--- src/rtl/if_fetch_stage.sv ---
// ---------------------------------------------------------------------------
// if_fetch_stage
//   Instruction-fetch stage feeding the IF/ID pipeline register. Owns the
//   program counter, issues word reads on a 16-bit instruction-memory
//   handshake, and produces the branched / stall / continue controls that
//   the IF/ID register uses for flushes and bubbles.
//
//   Optional feature macro: IF_PERF_CNT_EN
//     defined   -> adds saturating fetch_cnt / stall_cnt performance counters
//     undefined -> no counter ports and no counter logic
//
//   The stall countdown port is called continue_o because "continue" is a
//   reserved word in SystemVerilog.
// ---------------------------------------------------------------------------
module if_fetch_stage #(
   parameter int unsigned           ADDR_W       = 16,
   parameter logic [ADDR_W-1:0]     RESET_PC     = '0,
   parameter int unsigned           STALL_CYCLES = 3,
   parameter logic [15:0]           HALT_OPCODE  = 16'hFFFF
) (
   input  logic              clk,
   input  logic              rst_n,
   input  logic              branch_taken,
   input  logic [ADDR_W-1:0] branch_target,
   input  logic              stall_req,
   output logic              imem_req,
   output logic [ADDR_W-1:0] imem_addr,
   input  logic              imem_ready,
   input  logic [15:0]       imem_rdata,
   output logic [15:0]       instruction,
   output logic [ADDR_W-1:0] next_address,
   output logic              if_valid,
   output logic              branched,
   output logic              stall,
   output logic [2:0]        continue_o
`ifdef IF_PERF_CNT_EN
   ,
   output logic [15:0]       fetch_cnt,
   output logic [15:0]       stall_cnt
`endif
);

   // Countdown value loaded when a stall window opens or is re-armed.
   localparam logic [2:0] STALL_LOAD = 3'(STALL_CYCLES);

   typedef enum logic [1:0] {
      ST_FETCH = 2'd0,
      ST_STALL = 2'd1,
      ST_HALT  = 2'd2
   } state_t;

   state_t            state_q,    state_d;
   logic [ADDR_W-1:0] pc_q,       pc_d;
   logic [15:0]       instr_q,    instr_d;
   logic [ADDR_W-1:0] naddr_q,    naddr_d;
   logic              if_valid_q, if_valid_d;
   logic              branched_q, branched_d;
   logic              stall_q,    stall_d;
   logic [2:0]        cont_q,     cont_d;

   // Fall-through address; wraps modulo 2^ADDR_W.
   logic [ADDR_W-1:0] pc_inc;
   assign pc_inc = pc_q + ADDR_W'(1);

   // Memory handshake: address always tracks the PC, requests only in FETCH
   // and never while reset is asserted.
   assign imem_addr = pc_q;
   assign imem_req  = (state_q == ST_FETCH) && rst_n;

   assign instruction  = instr_q;
   assign next_address = naddr_q;
   assign if_valid     = if_valid_q;
   assign branched     = branched_q;
   assign stall        = stall_q;
   assign continue_o   = cont_q;

   // State and datapath registers with synchronous active-low reset.
   always_ff @(posedge clk) begin
      if (!rst_n) begin
         state_q    <= ST_FETCH;
         pc_q       <= RESET_PC;
         instr_q    <= 16'h0000;
         naddr_q    <= RESET_PC;
         if_valid_q <= 1'b0;
         branched_q <= 1'b0;
         stall_q    <= 1'b0;
         cont_q     <= 3'd0;
      end else begin
         state_q    <= state_d;
         pc_q       <= pc_d;
         instr_q    <= instr_d;
         naddr_q    <= naddr_d;
         if_valid_q <= if_valid_d;
         branched_q <= branched_d;
         stall_q    <= stall_d;
         cont_q     <= cont_d;
      end
   end

   // Next-state logic: branch beats stall beats memory response.
   always_comb begin
      state_d    = state_q;
      pc_d       = pc_q;
      instr_d    = instr_q;
      naddr_d    = naddr_q;
      if_valid_d = 1'b0;
      branched_d = 1'b0;
      stall_d    = stall_q;
      cont_d     = cont_q;

      if (branch_taken) begin
         // Redirect from any state; any same-cycle response is dropped and the
         // IF/ID register gets a one-cycle flush.
         state_d    = ST_FETCH;
         pc_d       = branch_target;
         branched_d = 1'b1;
         stall_d    = 1'b0;
         cont_d     = 3'd0;
      end else begin
         unique case (state_q)
            ST_FETCH: begin
               if (stall_req) begin
                  // Open a stall window; the in-flight word is refetched later.
                  state_d = ST_STALL;
                  stall_d = 1'b1;
                  cont_d  = STALL_LOAD;
               end else if (imem_ready) begin
                  instr_d    = imem_rdata;
                  naddr_d    = pc_inc;
                  if_valid_d = 1'b1;
                  if (imem_rdata == HALT_OPCODE) begin
                     // Halt word is still presented, but the PC parks on it.
                     state_d = ST_HALT;
                  end else begin
                     pc_d = pc_inc;
                  end
               end
            end

            ST_STALL: begin
               if (stall_req) begin
                  cont_d = STALL_LOAD;
               end else if (cont_q == 3'd1) begin
                  cont_d  = 3'd0;
                  stall_d = 1'b0;
                  state_d = ST_FETCH;
               end else begin
                  cont_d = cont_q - 3'd1;
               end
            end

            ST_HALT: begin
               // Parked until a branch or reset; stall requests are ignored.
            end

            default: begin
               state_d = ST_FETCH;
               stall_d = 1'b0;
               cont_d  = 3'd0;
            end
         endcase
      end
   end

`ifdef IF_PERF_CNT_EN
   logic [15:0] fetch_cnt_q, fetch_cnt_d;
   logic [15:0] stall_cnt_q, stall_cnt_d;

   assign fetch_cnt = fetch_cnt_q;
   assign stall_cnt = stall_cnt_q;

   // Saturating counters: one per presented word, one per stalled cycle.
   always_comb begin
      fetch_cnt_d = fetch_cnt_q;
      stall_cnt_d = stall_cnt_q;
      if (if_valid_q && (fetch_cnt_q != 16'hFFFF)) begin
         fetch_cnt_d = fetch_cnt_q + 16'd1;
      end
      if (stall_q && (stall_cnt_q != 16'hFFFF)) begin
         stall_cnt_d = stall_cnt_q + 16'd1;
      end
   end

   // Counter registers, cleared by reset.
   always_ff @(posedge clk) begin
      if (!rst_n) begin
         fetch_cnt_q <= 16'h0000;
         stall_cnt_q <= 16'h0000;
      end else begin
         fetch_cnt_q <= fetch_cnt_d;
         stall_cnt_q <= stall_cnt_d;
      end
   end
`endif

endmodule

--- config.mk ---
export PLATFORM = sky130hd
export DESIGN_NAME = if_fetch_stage
export DESIGN_NICKNAME = d
export VERILOG_FILES = /design/src/rtl/if_fetch_stage.sv
export SDC_FILE = /design/constraint.sdc
export NUM_CORES = 1
export LEC_CHECK = 0
export ABC_AREA = 0
export BUFFER_PORTS_ARGS = -buffer_cell sky130_fd_sc_hd__buf_2
export CAP_MARGIN = 20
export CORE_MARGIN = 1.5
export CORE_UTILIZATION = 53
export DETAILED_ROUTE_END_ITERATION = 8
export PLACE_DENSITY = 0.84
export SKIP_CTS_REPAIR_TIMING = 1
export SYNTH_ARGS = -nofsm -noshare
export SYNTH_HDL_FRONTEND = slang
export SYNTH_SLANG_ARGS = --single-unit
--- constraint.sdc ---
create_clock -name clk -period 3.7 [get_ports clk]
set_input_delay 0.185 -clock clk [delete_from_list [all_inputs] [get_ports clk]]
set_output_delay 0.185 -clock clk [all_outputs]
set_load 0.02 [all_outputs]
; Yosys cells after proc, flatten, opt, wreduce, memory -nomap -nowiden
; Index checks and enable logic that the tools add are counted.
[totals]
ff_bits = 56
input_bits = 37
output_inout_bits = 55
word_cells = 58
[classes]
addsub = 2
n_eq_ne = 11
n_mux = 21
bitwise_logic = 5
reduce_logical = 11
[ops]
columns = cell, count
row1 = two-way mux 16 bit, 5
row2 = adder 16 x 1 -> 16 bit (second input constant), 1
row3 = equality test 16 bit (second input constant), 1
row4 = AND reduction 4 bit, 3
row5 = two-way mux 2 bit, 5
row6 = inequality test 2 bit (second input constant), 5
row7 = two-way mux 3 bit, 3
row8 = case mux 3 bit (3 select lines), 1
row9 = case mux 2 bit (3 select lines), 1
row10 = two-way mux 1 bit, 5
row11 = NOT 1 bit, 5
row12 = AND reduction 5 bit, 1
row13 = nonzero test 2 bit, 2
row14 = OR reduction 4 bit, 1
row15 = equality test 3 x 1 -> 1 bit (second input constant), 1
row16 = inequality test 3 x 2 -> 1 bit (second input constant), 1
row17 = inequality test 3 bit (second input constant), 1
row18 = case mux 1 bit (3 select lines), 1
row19 = subtractor 3 x 1 -> 3 bit (second input constant), 1
row20 = equality test 2 x 1 -> 1 bit (second input constant), 1
row21 = equality test 2 bit (second input constant), 1
row22 = logical NOT 2 bit, 1
row23 = AND reduction 2 bit, 1
row24 = OR reduction 2 bit, 1
row25 = logical AND 1 bit, 1

; Depth between registers and ports, before layout
; Gate-level depths: netlist of the first run.
[logic_depth]
word_depth = 6
depth_mapped = 7
depth_no_buf = 6

; Worst setup path before layout of the first run
; OpenSTA, ideal clock, no wires.
[synth_timing]
kind = register to register
from = reg pc_q[3] (netlist: imem_addr[3])
to = reg pc_q[15] (netlist: imem_addr[15])
setup_time_ns = 0.122
t_arrival_ns = 1.800
required_ns = 3.578
path_slack_ns = 1.778
path_stages_with_launch = 6
n_path_buf = 1
period_less_slack_ns = 1.922
path_cell_list = dfxtp_1 buf_4 nand4_1 or4_4 a32o_1 a311o_1
[synth_between]
elab_chain_len = 6
[synth_rtl]
columns = element, line_no
row1 = "start, declared", 53  ; logic [ADDR_W-1:0] pc_q, pc_d;
row2 = "start signal, assigned", 90  ; pc_q <= pc_d;
row3 = adder 16 x 1 -> 16 bit, 63  ; assign pc_inc = pc_q + ADDR_W'(1);
row4 = two-way mux 16 bit, 131  ; if (imem_rdata == HALT_OPCODE) begin
row5 = two-way mux 16 bit, 127  ; end else if (imem_ready) begin
row6 = two-way mux 16 bit, 122  ; if (stall_req) begin
row7 = two-way mux 16 bit, 120  ; unique case (state_q)
row8 = two-way mux 16 bit, 111  ; if (branch_taken) begin
; Every way passes these cells. The select of a mux whose other input is x is not followed.
; A chain may end at the register's enable or synchronous reset.

; Worst setup path after layout of the first run
[layout_timing]
from = reg state_q[1]
to = reg pc_q[14] (netlist: imem_addr[14])
[layout_between]
elab_chain_len = 3
[layout_rtl]
columns = element, line_no
row1 = "start, declared", 52  ; state_t state_q, state_d;
row2 = "start signal, assigned", 89  ; state_q <= state_d;
row3 = logical NOT 2 bit, 120
row4 = nonzero test 2 bit (no line), --
row5 = AND reduction 4 bit (no line), --
; Every way passes these cells.

==> flow_summary.html, run 1 <==
<table>
<tr><th>Metric</th><th>Value</th></tr>
<tr><th colspan="2">Status</th></tr>
<tr><td>Run status</td><td>complete, no violations</td></tr>
<tr><th colspan="2">Floorplanning</th></tr>
<tr><td>Starting Density</td><td>0.552</td></tr>
<tr><td>Die area</td><td>5390 µm²</td></tr>
<tr><td>Die height</td><td>73.4 µm</td></tr>
<tr><td>Number of placed I/O pins</td><td>between 90 and 100</td></tr>
<tr><td>Core Footprint</td><td>~4800 µm²</td></tr>
<tr><td>Standard-cell row count</td><td>25</td></tr>
<tr><td>Overall die width</td><td>~73 µm</td></tr>
<tr><th colspan="2">Route</th></tr>
<tr><td>Wirelength per Cell</td><td>around 14 µm</td></tr>
<tr><td>DRC</td><td>0</td></tr>
<tr><td>Number of DRC markers in iteration 0</td><td>about 170</td></tr>
<tr><td>Number of nets still failing antenna checks after routing</td><td>0</td></tr>
<tr><td>Vias after detailed routing</td><td>about 2600</td></tr>
<tr><td>Wire length after detailed routing</td><td>approximately 6600 µm</td></tr>
<tr><td>Via-to-Cell Ratio</td><td>5.59</td></tr>
<tr><td>DR pass1 iterations</td><td>5</td></tr>
<tr><th colspan="2">Worst setup path</th></tr>
<tr><td>Reg-to-reg endpoint</td><td>imem_addr[14]$_SDFFE_PN0P_</td></tr>
<tr><td>Crit. End Element</td><td>register</td></tr>
<tr><td>Crit path buf inv count</td><td>0</td></tr>
<tr><td>Worst reg2reg startpoint</td><td>state_q[1]$_SDFFE_PP0P_</td></tr>
<tr><td>Required time of the critical path</td><td>~4.0 ns</td></tr>
<tr><td>Critical Setup Path Class</td><td>register to register</td></tr>
<tr><td>Highest fanout seen on the critical path</td><td>24</td></tr>
<tr><td>Worst-case reg-to-reg path depth</td><td>4</td></tr>
<tr><td>Minimum setup slack among reg-to-reg paths</td><td>1.70 ns</td></tr>
<tr><td>Biggest cell delay along the critical path</td><td>around 0.57 ns</td></tr>
<tr><td>Arr. time, crit path</td><td>approximately 2.3 ns</td></tr>
<tr><td>Cell at the slowest stage of the critical path</td><td>or4_1</td></tr>
<tr><td>CP cell instances</td><td>nor4b_4, o41ai_4, or4_1, a31oi_1</td></tr>
<tr><td>Worst path top cell family by delay</td><td>simple AND/OR/NAND/NOR gates</td></tr>
<tr><td>Sort of element at the start of the critical path</td><td>register</td></tr>
<tr><th colspan="2">Global route</th></tr>
<tr><td>Total routing resource utilization after global routing</td><td>0.249</td></tr>
<tr><td>Initial antenna violation count</td><td>0</td></tr>
<tr><td>Via count of the first global-routing pass</td><td>~2200</td></tr>
<tr><td>Overflow left after global routing</td><td>0</td></tr>
<tr><td>Maximum number of pins on one net before global-route repair</td><td>29</td></tr>
<tr><td>First-pass GRT wire length</td><td>10400 µm</td></tr>
<tr><th colspan="2">Cells and area</th></tr>
<tr><td>Count of antenna diodes in the layout</td><td>0</td></tr>
<tr><td>Number of filler cells placed in the layout</td><td>roughly 420</td></tr>
<tr><td>Post-Route Utilization</td><td>0.665</td></tr>
<tr><td>Fraction of layout instances using a drive strength above 1</td><td>0.279</td></tr>
<tr><td>Area growth syn-to-layout</td><td>20.3%</td></tr>
<tr><td>Area of the multi-input gates</td><td>between 1000 and 1500 µm²</td></tr>
<tr><td>Nets</td><td>about 430</td></tr>
<tr><td>Register Area</td><td>roughly 1100 µm²</td></tr>
<tr><th colspan="2">Synthesis</th></tr>
<tr><td>Number of nets in the synthesized netlist</td><td>approximately 360</td></tr>
<tr><td>Top cell type by total area after synthesis</td><td>dfxtp_1</td></tr>
<tr><td>Synth warn</td><td>0</td></tr>
<tr><td>Count of state elements after synthesis</td><td>56</td></tr>
<tr><td>Netlist cell types</td><td>45</td></tr>
<tr><td>Cell types occupying the most area after synthesis</td><td>dfxtp_1, o21ai_0, nand2_1, a21oi_1, a31oi_1</td></tr>
<tr><td>Sequential fraction of the synthesis area</td><td>0.427</td></tr>
<tr><td>Summed instance area of the synthesized netlist</td><td>~2600 µm²</td></tr>
<tr><td>Post-synth top area share</td><td>0.427</td></tr>
<tr><td>Dominant register cell in the synthesized netlist</td><td>dfxtp_1</td></tr>
<tr><td>Average cell area after synthesis</td><td>8.31 µm²</td></tr>
<tr><td>Number of enable-type register cells in the synthesized netlist</td><td>0</td></tr>
<tr><td>FFs w/ async S/R, synth</td><td>0</td></tr>
<tr><td>Cell count after synthesis</td><td>around 320</td></tr>
<tr><th colspan="2">Hold path</th></tr>
<tr><td>Hold Path End</td><td>imem_addr[0]$_SDFFE_PN0P_</td></tr>
<tr><td>Hold path cells</td><td>3</td></tr>
<tr><td>Worst Min Path Start</td><td>branch_target[0]</td></tr>
<tr><td>Min-Delay Path Class</td><td>primary input to register</td></tr>
<tr><th colspan="2">Power</th></tr>
<tr><td>Lkg Pwr</td><td>roughly 1.3 nW</td></tr>
<tr><td>Maximum VDD drop</td><td>approximately 180 µV</td></tr>
<tr><td>Total power density per cell area</td><td>between 300 and 400 nW/µm²</td></tr>
<tr><th colspan="2">Timing</th></tr>
<tr><td>Final count of hold timing violations</td><td>0</td></tr>
<tr><td>Final critical-path share of the clock period</td><td>0.542</td></tr>
<tr><td>Clock skew after layout</td><td>between 0.005 and 0.006 ns</td></tr>
<tr><td>Normalized max-slew margin</td><td>0.258</td></tr>
<tr><td>Unrepaired setup endpoints after global routing</td><td>no</td></tr>
<tr><td>Shortest period the worst path allows</td><td>2.00 ns</td></tr>
<tr><td>Highest attainable clock frequency</td><td>between 0.4 and 0.5 GHz</td></tr>
<tr><td>Total Neg Setup Slack</td><td>0 ns</td></tr>
<tr><td>Setup violation total in the final timing report</td><td>0</td></tr>
<tr><td>Least-Margin Pin Slew</td><td>between 1 and 1.5 ns</td></tr>
<tr><td>Slew Viols, Final</td><td>0</td></tr>
<tr><th colspan="2">Clocking</th></tr>
<tr><td>Clock tree from TritonCTS</td><td>built</td></tr>
<tr><td>Clock sinks</td><td>56</td></tr>
<tr><td>Latest clock arrival within the worst-skew pair</td><td>0.32 ns</td></tr>
<tr><td>H-tree lvl count</td><td>2</td></tr>
<tr><td>Clock buffers created by TritonCTS</td><td>5</td></tr>
<tr><td>Clock Pin Slew Worst Setup and Hold Paths</td><td>0.11 ns</td></tr>
<tr><td>Clk buf depth</td><td>2</td></tr>
<tr><td>Buffer type at the clock tree root</td><td>clkbuf_8</td></tr>
<tr><th colspan="2">Place</th></tr>
<tr><td>Gp weighted congestion</td><td>0.854</td></tr>
<tr><td>IO Port Bufs</td><td>~90</td></tr>
<tr><td>HPWL after DPL</td><td>approximately 5000 µm</td></tr>
<tr><th colspan="2">Job</th></tr>
<tr><td>Max-capacitance violation count</td><td>0</td></tr>
</table>
-- layout make-up --
class,instances,share of cell area
Multi-Input combinational cell,228,0.429
Clock buffer,5,0.0218
Clock inverter,3,0.00831
Sequential cell,56,0.355
Timing Repair Buffer,93,0.149
Tap cell,67,0.0265
Inverter,9,0.0107
-- placed cells by master (no fill, tap or decap), types with 2 or more instances in the layout --
| master | netlist | layout |
|---|---|---|
| a31oi_1 | 13 | 13 |
| ha_1 | 3 | 3 |
| a21oi_1 | 26 | 26 |
| or4_4 | 2 | 2 |
| inv_1 | 8 | 8 |
| and2_1 | 4 | 4 |
| nand4_1 | 9 | 9 |
| inv_6 | 0 | 2 |
| nand2b_1 | 2 | 2 |
| a211oi_1 | 8 | 8 |
| nor3_1 | 7 | 7 |
| nor4_1 | 2 | 2 |
| or3_1 | 11 | 11 |
| o22ai_1 | 2 | 2 |
| nor2_1 | 15 | 14 |
| nand3_1 | 12 | 12 |
| a32oi_1 | 4 | 4 |
| o211ai_1 | 3 | 3 |
| o21ai_0 | 34 | 34 |
| nand2_1 | 41 | 41 |
| buf_2 | 4 | 91 |
| buf_4 | 6 | 2 |
| xor2_1 | 9 | 9 |
| dfxtp_1 | 56 | 56 |
| xnor2_1 | 4 | 4 |
| clkbuf_8 | 0 | 5 |
-- metrics by stage --
| stage | cell area [µm²] | hold WS [ns] | instances | total power (W) | setup slack, ns |
|---|---|---|---|---|---|
| 3_5_place_dp | 3070 | 0.392 | 453 | 0.000870 | 1.62 |
| 2_1_floorplan | 2630 | 0.294 | 316 | 0.000800 | 1.78 |
| 4_1_cts | 3160 | 0.0555 | 461 | 0.00122 | 1.68 |
| 5_1_grt | 3160 | 0.0568 | 461 | 0.00127 | 1.56 |
| 6_report | 3160 | 0.0554 | 461 | 0.00121 | 1.70 |
| 3_3_place_gp | 3070 | 0.385 | 453 | 0.000864 | 1.67 |
-- registers in the layout (all words and copies together), names as in the netlist --
name,count
imem_addr,16
instruction,16
state_q,2
branched,1
if_valid,1
stall,1
next_address,16
continue_o,3
-- worst reg2reg max path: cells and delay by family (launching register included) --
| family | cells | cell delay, ns |
|---|---|---|
| AOI/OAI and AO/OA | 2 | 0.48 |
| DFF | 1 | 0.45 |
| and+or+nand+nor | 2 | 1.00 |
-- where the power goes --
group          internal [W]  switching, W
combinational     0.0000708      0.000118
sequential         0.000633     0.0000350
clock              0.000140      0.000216
total              0.000844      0.000368
-- kinds of logic after synthesis --
logic type,share of synthesized area
and+or+nand+nor,0.230
xor gates and xnor gates,0.0434
muxes,0.00381
buffers and inverters,0.0619
adders and majority gates,0.0143
AOI/OAI and AO/OA,0.220
DFF,0.427
-- cells in the mapped netlist, types with 3 or more instances --
cell,count
nor3_1,7
a31oi_1,13
a211oi_1,8
dfxtp_1,56
xor2_1,9
inv_1,8
buf_2,4
or3_1,11
buf_4,6
nand3_1,12
a21oi_1,26
xnor2_1,4
nand2_1,41
ha_1,3
nor2_1,15
o21ai_0,34
clkbuf_1,10
nand4_1,9
and2_1,4
o211ai_1,3
a32oi_1,4
-- worst max-delay path by stage --
| stage | from | to | slack [ns] | cells after the start |
|---|---|---|---|---|
| finish | state_q[1]$_SDFFE_PP0P_ | imem_addr[14]$_SDFFE_PN0P_ | 1.70 | 4 |
| global route | state_q[0]$_SDFFE_PP0P_ | imem_addr[14]$_SDFFE_PN0P_ | 1.56 | 4 |
| CTS | state_q[0]$_SDFFE_PP0P_ | imem_addr[14]$_SDFFE_PN0P_ | 1.68 | 4 |
| detailed placement | imem_rdata[6] | imem_addr[15]$_SDFFE_PN0P_ | 1.62 | 5 |
| global placement | imem_rdata[0] | imem_addr[15]$_SDFFE_PN0P_ | 1.67 | 5 |
| floorplan | imem_addr[3]$_SDFFE_PN0P_ | imem_addr[15]$_SDFFE_PN0P_ | 1.78 | 5 |
-- metal layers --
metal / share of wire / up-vias / global-route usage
met4: 0.013 / 0 / 0.0782
met2: 0.48 / 91 / 0.409
met1: 0.45 / 1185 / 0.334
li1: - / 1294 / -
met5: 0 / - / 0
met3: 0.064 / 8 / 0.0425
(Power assumes the default switching activity.)
==> run 2: changes to the inputs <==
- ABC_AREA: 0 -> 1
- CORE_UTILIZATION: 53 -> 46
- PLACE_DENSITY: 0.84 -> 0.77
- clock period: 3.7 -> 1.6 ns (I/O delays scaled with it)
==> flow_summary.html, run 2 <==
<table>
<tr><th>Metric</th><th>Value</th></tr>
<tr><th colspan="2">Status</th></tr>
<tr><td>Run status</td><td>complete, no violations (unchanged)</td></tr>
<tr><th colspan="2">Global route</th></tr>
<tr><td>Maximum number of pins on one net before global-route repair</td><td>34 (was 29)</td></tr>
<tr><td>Global-route track usage on met1</td><td>0.293 (was 0.334)</td></tr>
<tr><td>GR Util met3</td><td>0.0551 (was 0.0425)</td></tr>
<tr><td>Busiest layer in global routing</td><td>met2 (unchanged)</td></tr>
<tr><td>Total routing resource utilization after global routing</td><td>0.226 (was 0.249)</td></tr>
<tr><td>Initial antenna violation count</td><td>0 (unchanged)</td></tr>
<tr><td>First-pass GRT wire length</td><td>11700 µm (was 10400 µm)</td></tr>
<tr><td>Overflow left after global routing</td><td>0 (unchanged)</td></tr>
<tr><td>Met2 track demand over resource</td><td>0.374 (was 0.409)</td></tr>
<tr><td>Via count of the first global-routing pass</td><td>2581 (was 2212)</td></tr>
<tr><th colspan="2">Power</th></tr>
<tr><td>Total power density per cell area</td><td>890 nW/µm² (was 383 nW/µm²)</td></tr>
<tr><td>Clock power share</td><td>0.342 (was 0.293)</td></tr>
<tr><td>Switching power as a share of total power</td><td>0.272 (was 0.304)</td></tr>
<tr><td>Seq pwr share</td><td>0.486 (was 0.551)</td></tr>
<tr><td>Cell-internal power</td><td>0.00228 W (was 0.000844 W)</td></tr>
<tr><td>Design Power</td><td>0.00313 W (was 0.00121 W)</td></tr>
<tr><td>Maximum VDD drop</td><td>466 µV (was 181 µV)</td></tr>
<tr><td>Lkg Pwr</td><td>1.77 nW (was 1.29 nW)</td></tr>
<tr><td>Share of power burned in combinational logic</td><td>0.171 (was 0.155)</td></tr>
<tr><td>Net Sw Power</td><td>0.000852 W (was 0.000368 W)</td></tr>
<tr><th colspan="2">Route</th></tr>
<tr><td>Number of DRC markers in iteration 0</td><td>158 (was 166)</td></tr>
<tr><td>Wire length after detailed routing</td><td>7250 µm (was 6620 µm)</td></tr>
<tr><td>DR pass1 iterations</td><td>5 (unchanged)</td></tr>
<tr><td>Wirelength per Cell</td><td>12.5 µm (was 14.4 µm)</td></tr>
<tr><td>Via-to-Cell Ratio</td><td>5.07 (was 5.59)</td></tr>
<tr><td>Vias after detailed routing</td><td>2938 (was 2578)</td></tr>
<tr><td>DRC</td><td>0 (unchanged)</td></tr>
<tr><td>Number of nets still failing antenna checks after routing</td><td>0 (unchanged)</td></tr>
<tr><th colspan="2">Floorplanning</th></tr>
<tr><td>Starting Density</td><td>0.475 (was 0.552)</td></tr>
<tr><td>Number of placed I/O pins</td><td>92 (unchanged)</td></tr>
<tr><td>Die height</td><td>81.0 µm (was 73.4 µm)</td></tr>
<tr><td>Die area</td><td>6560 µm² (was 5390 µm²)</td></tr>
<tr><td>Standard-cell row count</td><td>28 (was 25)</td></tr>
<tr><td>Overall die width</td><td>81.0 µm (was 73.4 µm)</td></tr>
<tr><td>Core Footprint</td><td>5890 µm² (was 4750 µm²)</td></tr>
<tr><th colspan="2">Worst setup path</th></tr>
<tr><td>Critical Setup Path Class</td><td>register to register (unchanged)</td></tr>
<tr><td>Sort of element at the start of the critical path</td><td>register (unchanged)</td></tr>
<tr><td>Arr. time, crit path</td><td>1.72 ns (was 2.26 ns)</td></tr>
<tr><td>Required time of the critical path</td><td>1.80 ns (was 3.95 ns)</td></tr>
<tr><td>Highest fanout seen on the critical path</td><td>10 (was 24)</td></tr>
<tr><td>Crit. End Element</td><td>register (unchanged)</td></tr>
<tr><th colspan="2">Timing</th></tr>
<tr><td>Slew Viols, Final</td><td>0 (unchanged)</td></tr>
<tr><td>Final count of hold timing violations</td><td>0 (unchanged)</td></tr>
<tr><td>Highest attainable clock frequency</td><td>0.658 GHz (was 0.499 GHz)</td></tr>
<tr><td>Least-Margin Pin Slew</td><td>0.365 ns (was 1.11 ns)</td></tr>
<tr><td>Final critical-path share of the clock period</td><td>0.950 (was 0.542)</td></tr>
<tr><td>Unrepaired setup endpoints after global routing</td><td>yes (was no)</td></tr>
<tr><td>Setup violation total in the final timing report</td><td>0 (unchanged)</td></tr>
<tr><td>Shortest period the worst path allows</td><td>1.52 ns (was 2.00 ns)</td></tr>
<tr><td>Least setup slack across all paths after layout</td><td>0.0803 ns (was 1.70 ns)</td></tr>
<tr><td>Clock skew after layout</td><td>0.0135 ns (was 0.00537 ns)</td></tr>
<tr><td>Normalized max-slew margin</td><td>0.757 (was 0.258)</td></tr>
<tr><th colspan="2">Cells and area</th></tr>
<tr><td>Nets</td><td>544 (was 433)</td></tr>
<tr><td>Number of filler cells placed in the layout</td><td>565 (was 417)</td></tr>
<tr><td>Fraction of layout instances using a drive strength above 1</td><td>0.286 (was 0.279)</td></tr>
<tr><td>Register Area</td><td>1120 µm² (about the same)</td></tr>
<tr><td>Area of the multi-input gates</td><td>1460 µm² (was 1360 µm²)</td></tr>
<tr><td>Most used cells in the layout excluding fill and tap cells</td><td>nand2_1, buf_2, nor2_1 (was buf_2, dfxtp_1, nand2_1)</td></tr>
<tr><td>Count of antenna diodes in the layout</td><td>0 (unchanged)</td></tr>
<tr><td>Area growth syn-to-layout</td><td>25.9% (was 20.3%)</td></tr>
<tr><td>Commonest non-fill, non-tap cell in the layout</td><td>nand2_1 (was buf_2)</td></tr>
<tr><th colspan="2">Synthesis</th></tr>
<tr><td>Cell types occupying the most area after synthesis</td><td>dfxtp_1, nand2_1, nor2_1, inv_1, nand3_1 (was dfxtp_1, o21ai_0, nand2_1, a21oi_1, a31oi_1)</td></tr>
<tr><td>Share of cell area taken by muxes after synthesis</td><td>0 (was 0.00381)</td></tr>
<tr><td>Simple-Gate Fraction of Synth Area</td><td>0.324 (was 0.230)</td></tr>
<tr><td>Library cell with the highest instance count after synthesis</td><td>nand2_1 (was dfxtp_1)</td></tr>
<tr><td>Netlist cell types</td><td>28 (was 45)</td></tr>
<tr><td>FFs w/ async S/R, synth</td><td>0 (unchanged)</td></tr>
<tr><td>Post-synth top area share</td><td>0.401 (was 0.427)</td></tr>
<tr><td>Average cell area after synthesis</td><td>6.90 µm² (was 8.31 µm²)</td></tr>
<tr><td>Top cell type by total area after synthesis</td><td>dfxtp_1 (unchanged)</td></tr>
<tr><td>Dominant combinational cell family by area after synthesis</td><td>simple AND/OR/NAND/NOR gates (unchanged)</td></tr>
<tr><td>Summed instance area of the synthesized netlist</td><td>2800 µm² (was 2630 µm²)</td></tr>
<tr><td>Number of enable-type register cells in the synthesized netlist</td><td>0 (unchanged)</td></tr>
<tr><td>Post-Synth XOR/XNOR Area</td><td>0.0157 (was 0.0434)</td></tr>
<tr><td>Number of nets in the synthesized netlist</td><td>445 (was 356)</td></tr>
<tr><td>Cell count after synthesis</td><td>405 (was 316)</td></tr>
<tr><td>Share of the synthesized area in compound gates (AO/OA/AOI/OAI)</td><td>0.161 (was 0.220)</td></tr>
<tr><td>Arithmetic-cell share of the synthesized area counting full adders, half adders and majority gates</td><td>0.0134 (was 0.0143)</td></tr>
<tr><td>Count of state elements after synthesis</td><td>56 (unchanged)</td></tr>
<tr><td>Sequential fraction of the synthesis area</td><td>0.401 (was 0.427)</td></tr>
<tr><td>Dominant register cell in the synthesized netlist</td><td>dfxtp_1 (unchanged)</td></tr>
<tr><td>Synth warn</td><td>0 (unchanged)</td></tr>
<tr><td>Top cells by count, synth</td><td>nand2_1, nor2_1, dfxtp_1 (was dfxtp_1, nand2_1, o21ai_0)</td></tr>
<tr><th colspan="2">Place</th></tr>
<tr><td>Gp weighted congestion</td><td>0.894 (was 0.854)</td></tr>
<tr><td>IO Port Bufs</td><td>91 (unchanged)</td></tr>
<tr><td>HPWL after DPL</td><td>5430 µm (was 4860 µm)</td></tr>
<tr><td>Worst slack after detailed placement</td><td>0.0744 ns (was 1.62 ns)</td></tr>
<tr><th colspan="2">Clocking</th></tr>
<tr><td>Clock Pin Slew Worst Setup and Hold Paths</td><td>0.10 ns (was 0.11 ns)</td></tr>
<tr><td>Clock tree from TritonCTS</td><td>built (unchanged)</td></tr>
<tr><td>Clock sinks</td><td>56 (unchanged)</td></tr>
<tr><td>Latest clock arrival within the worst-skew pair</td><td>0.31 ns (was 0.32 ns)</td></tr>
<tr><td>Clock buffers created by TritonCTS</td><td>5 (unchanged)</td></tr>
<tr><td>Clk buf depth</td><td>2 (unchanged)</td></tr>
<tr><td>H-tree lvl count</td><td>2 (unchanged)</td></tr>
<tr><td>Buffer type at the clock tree root</td><td>clkbuf_8 (unchanged)</td></tr>
<tr><th colspan="2">Hold path</th></tr>
<tr><td>Min-Delay Path Class</td><td>primary input to register (unchanged)</td></tr>
<tr><th colspan="2">Job</th></tr>
<tr><td>Max-capacitance violation count</td><td>0 (unchanged)</td></tr>
</table>
## run 2: changes by cell type after synthesis, sizes merged, moves of 6 or more
cell,change
nor2,+70
nand2,+66
inv,+29
a31oi,-12
nand3,+11
or3,-11
a21oi,-10
a211oi,-8
nor3,-7
xor2,-6
## run 2: metrics by stage
step / area, µm² / cells / utilization / TNS (ns) / hold slack (ns)
2_1_floorplan: 2800 / 405 / - / 0 / 0.190
6_report: 3520 / 579 / 0.598 / 0 / 0.00287
3_3_place_gp: 3360 / 571 / 0.570 / 0 / 0.291
3_5_place_dp: 3360 / 571 / 0.570 / 0 / 0.293
5_1_grt: 3520 / 579 / 0.598 / -0.0601 / 0.0142
4_1_cts: 3480 / 578 / 0.592 / 0 / -0.0351
## run 2: cells by family (layout without fill, tap and decap cells)
kind of cell,after synthesis,after routing
fa+ha+maj,3,3
compound gates,69,69
xor+xnor,5,5
buf+inv,52,151
simple gates,220,220
flops,56,56
## run 2: final timing paths
kind	slack, ns	depth (start not counted)	from	end
worst max-delay path	0.08	9	state_q[0]$_SDFFE_PP0P_	next_address[6]$_SDFFE_PN0P_
worst min-delay path	0.003	3	imem_rdata[4]	instruction[4]$_SDFFE_PN0P_
worst max register to register	0.08	9	state_q[0]$_SDFFE_PP0P_	next_address[6]$_SDFFE_PN0P_
worst min register to register	0.49	1	imem_addr[0]$_SDFFE_PN0P_	next_address[0]$_SDFFE_PN0P_
## run 2: layer usage
layer  routed length (µm)  vias up  share of wire
met5                    0        -              0
met3                  601       14          0.083
met4                  128        0          0.018
met1                 3210     1312           0.44
li1                     -     1486              -
met2                 3320      126           0.46
## run 2: final cells by class
type | instances | area share
Clock buffer | 5 | 0.0196
Clock inverter | 2 | 0.0171
Inverter | 38 | 0.0405
Multi-Input combinational cell | 297 | 0.413
Sequential cell | 56 | 0.320
Tap cell | 75 | 0.0267
Timing Repair Buffer | 106 | 0.163
## run 2: power groups by stage
stage / clock [W] / combinational (W) / sequential (W)
finish: 0.00107 / 0.000537 / 0.00152
global placement: 0 / 0.000525 / 0.00155
global route: 0.00114 / 0.000598 / 0.00153
CTS: 0.00109 / 0.000536 / 0.00152
floorplan: 0 / 0.000247 / 0.00164
detailed placement: 0 / 0.000533 / 0.00155
## run 2: worst max-delay path: stages (launching register included)
cell and delay (ns):
dfxtp_1 0.34, inv_2 0.12, nand2_2 0.10, nor2_4 0.10, nand2_2 0.09, nor2_4 0.18
buf_4 0.23, nand2_1 0.12, o211ai_2 0.07, inv_1 0.05
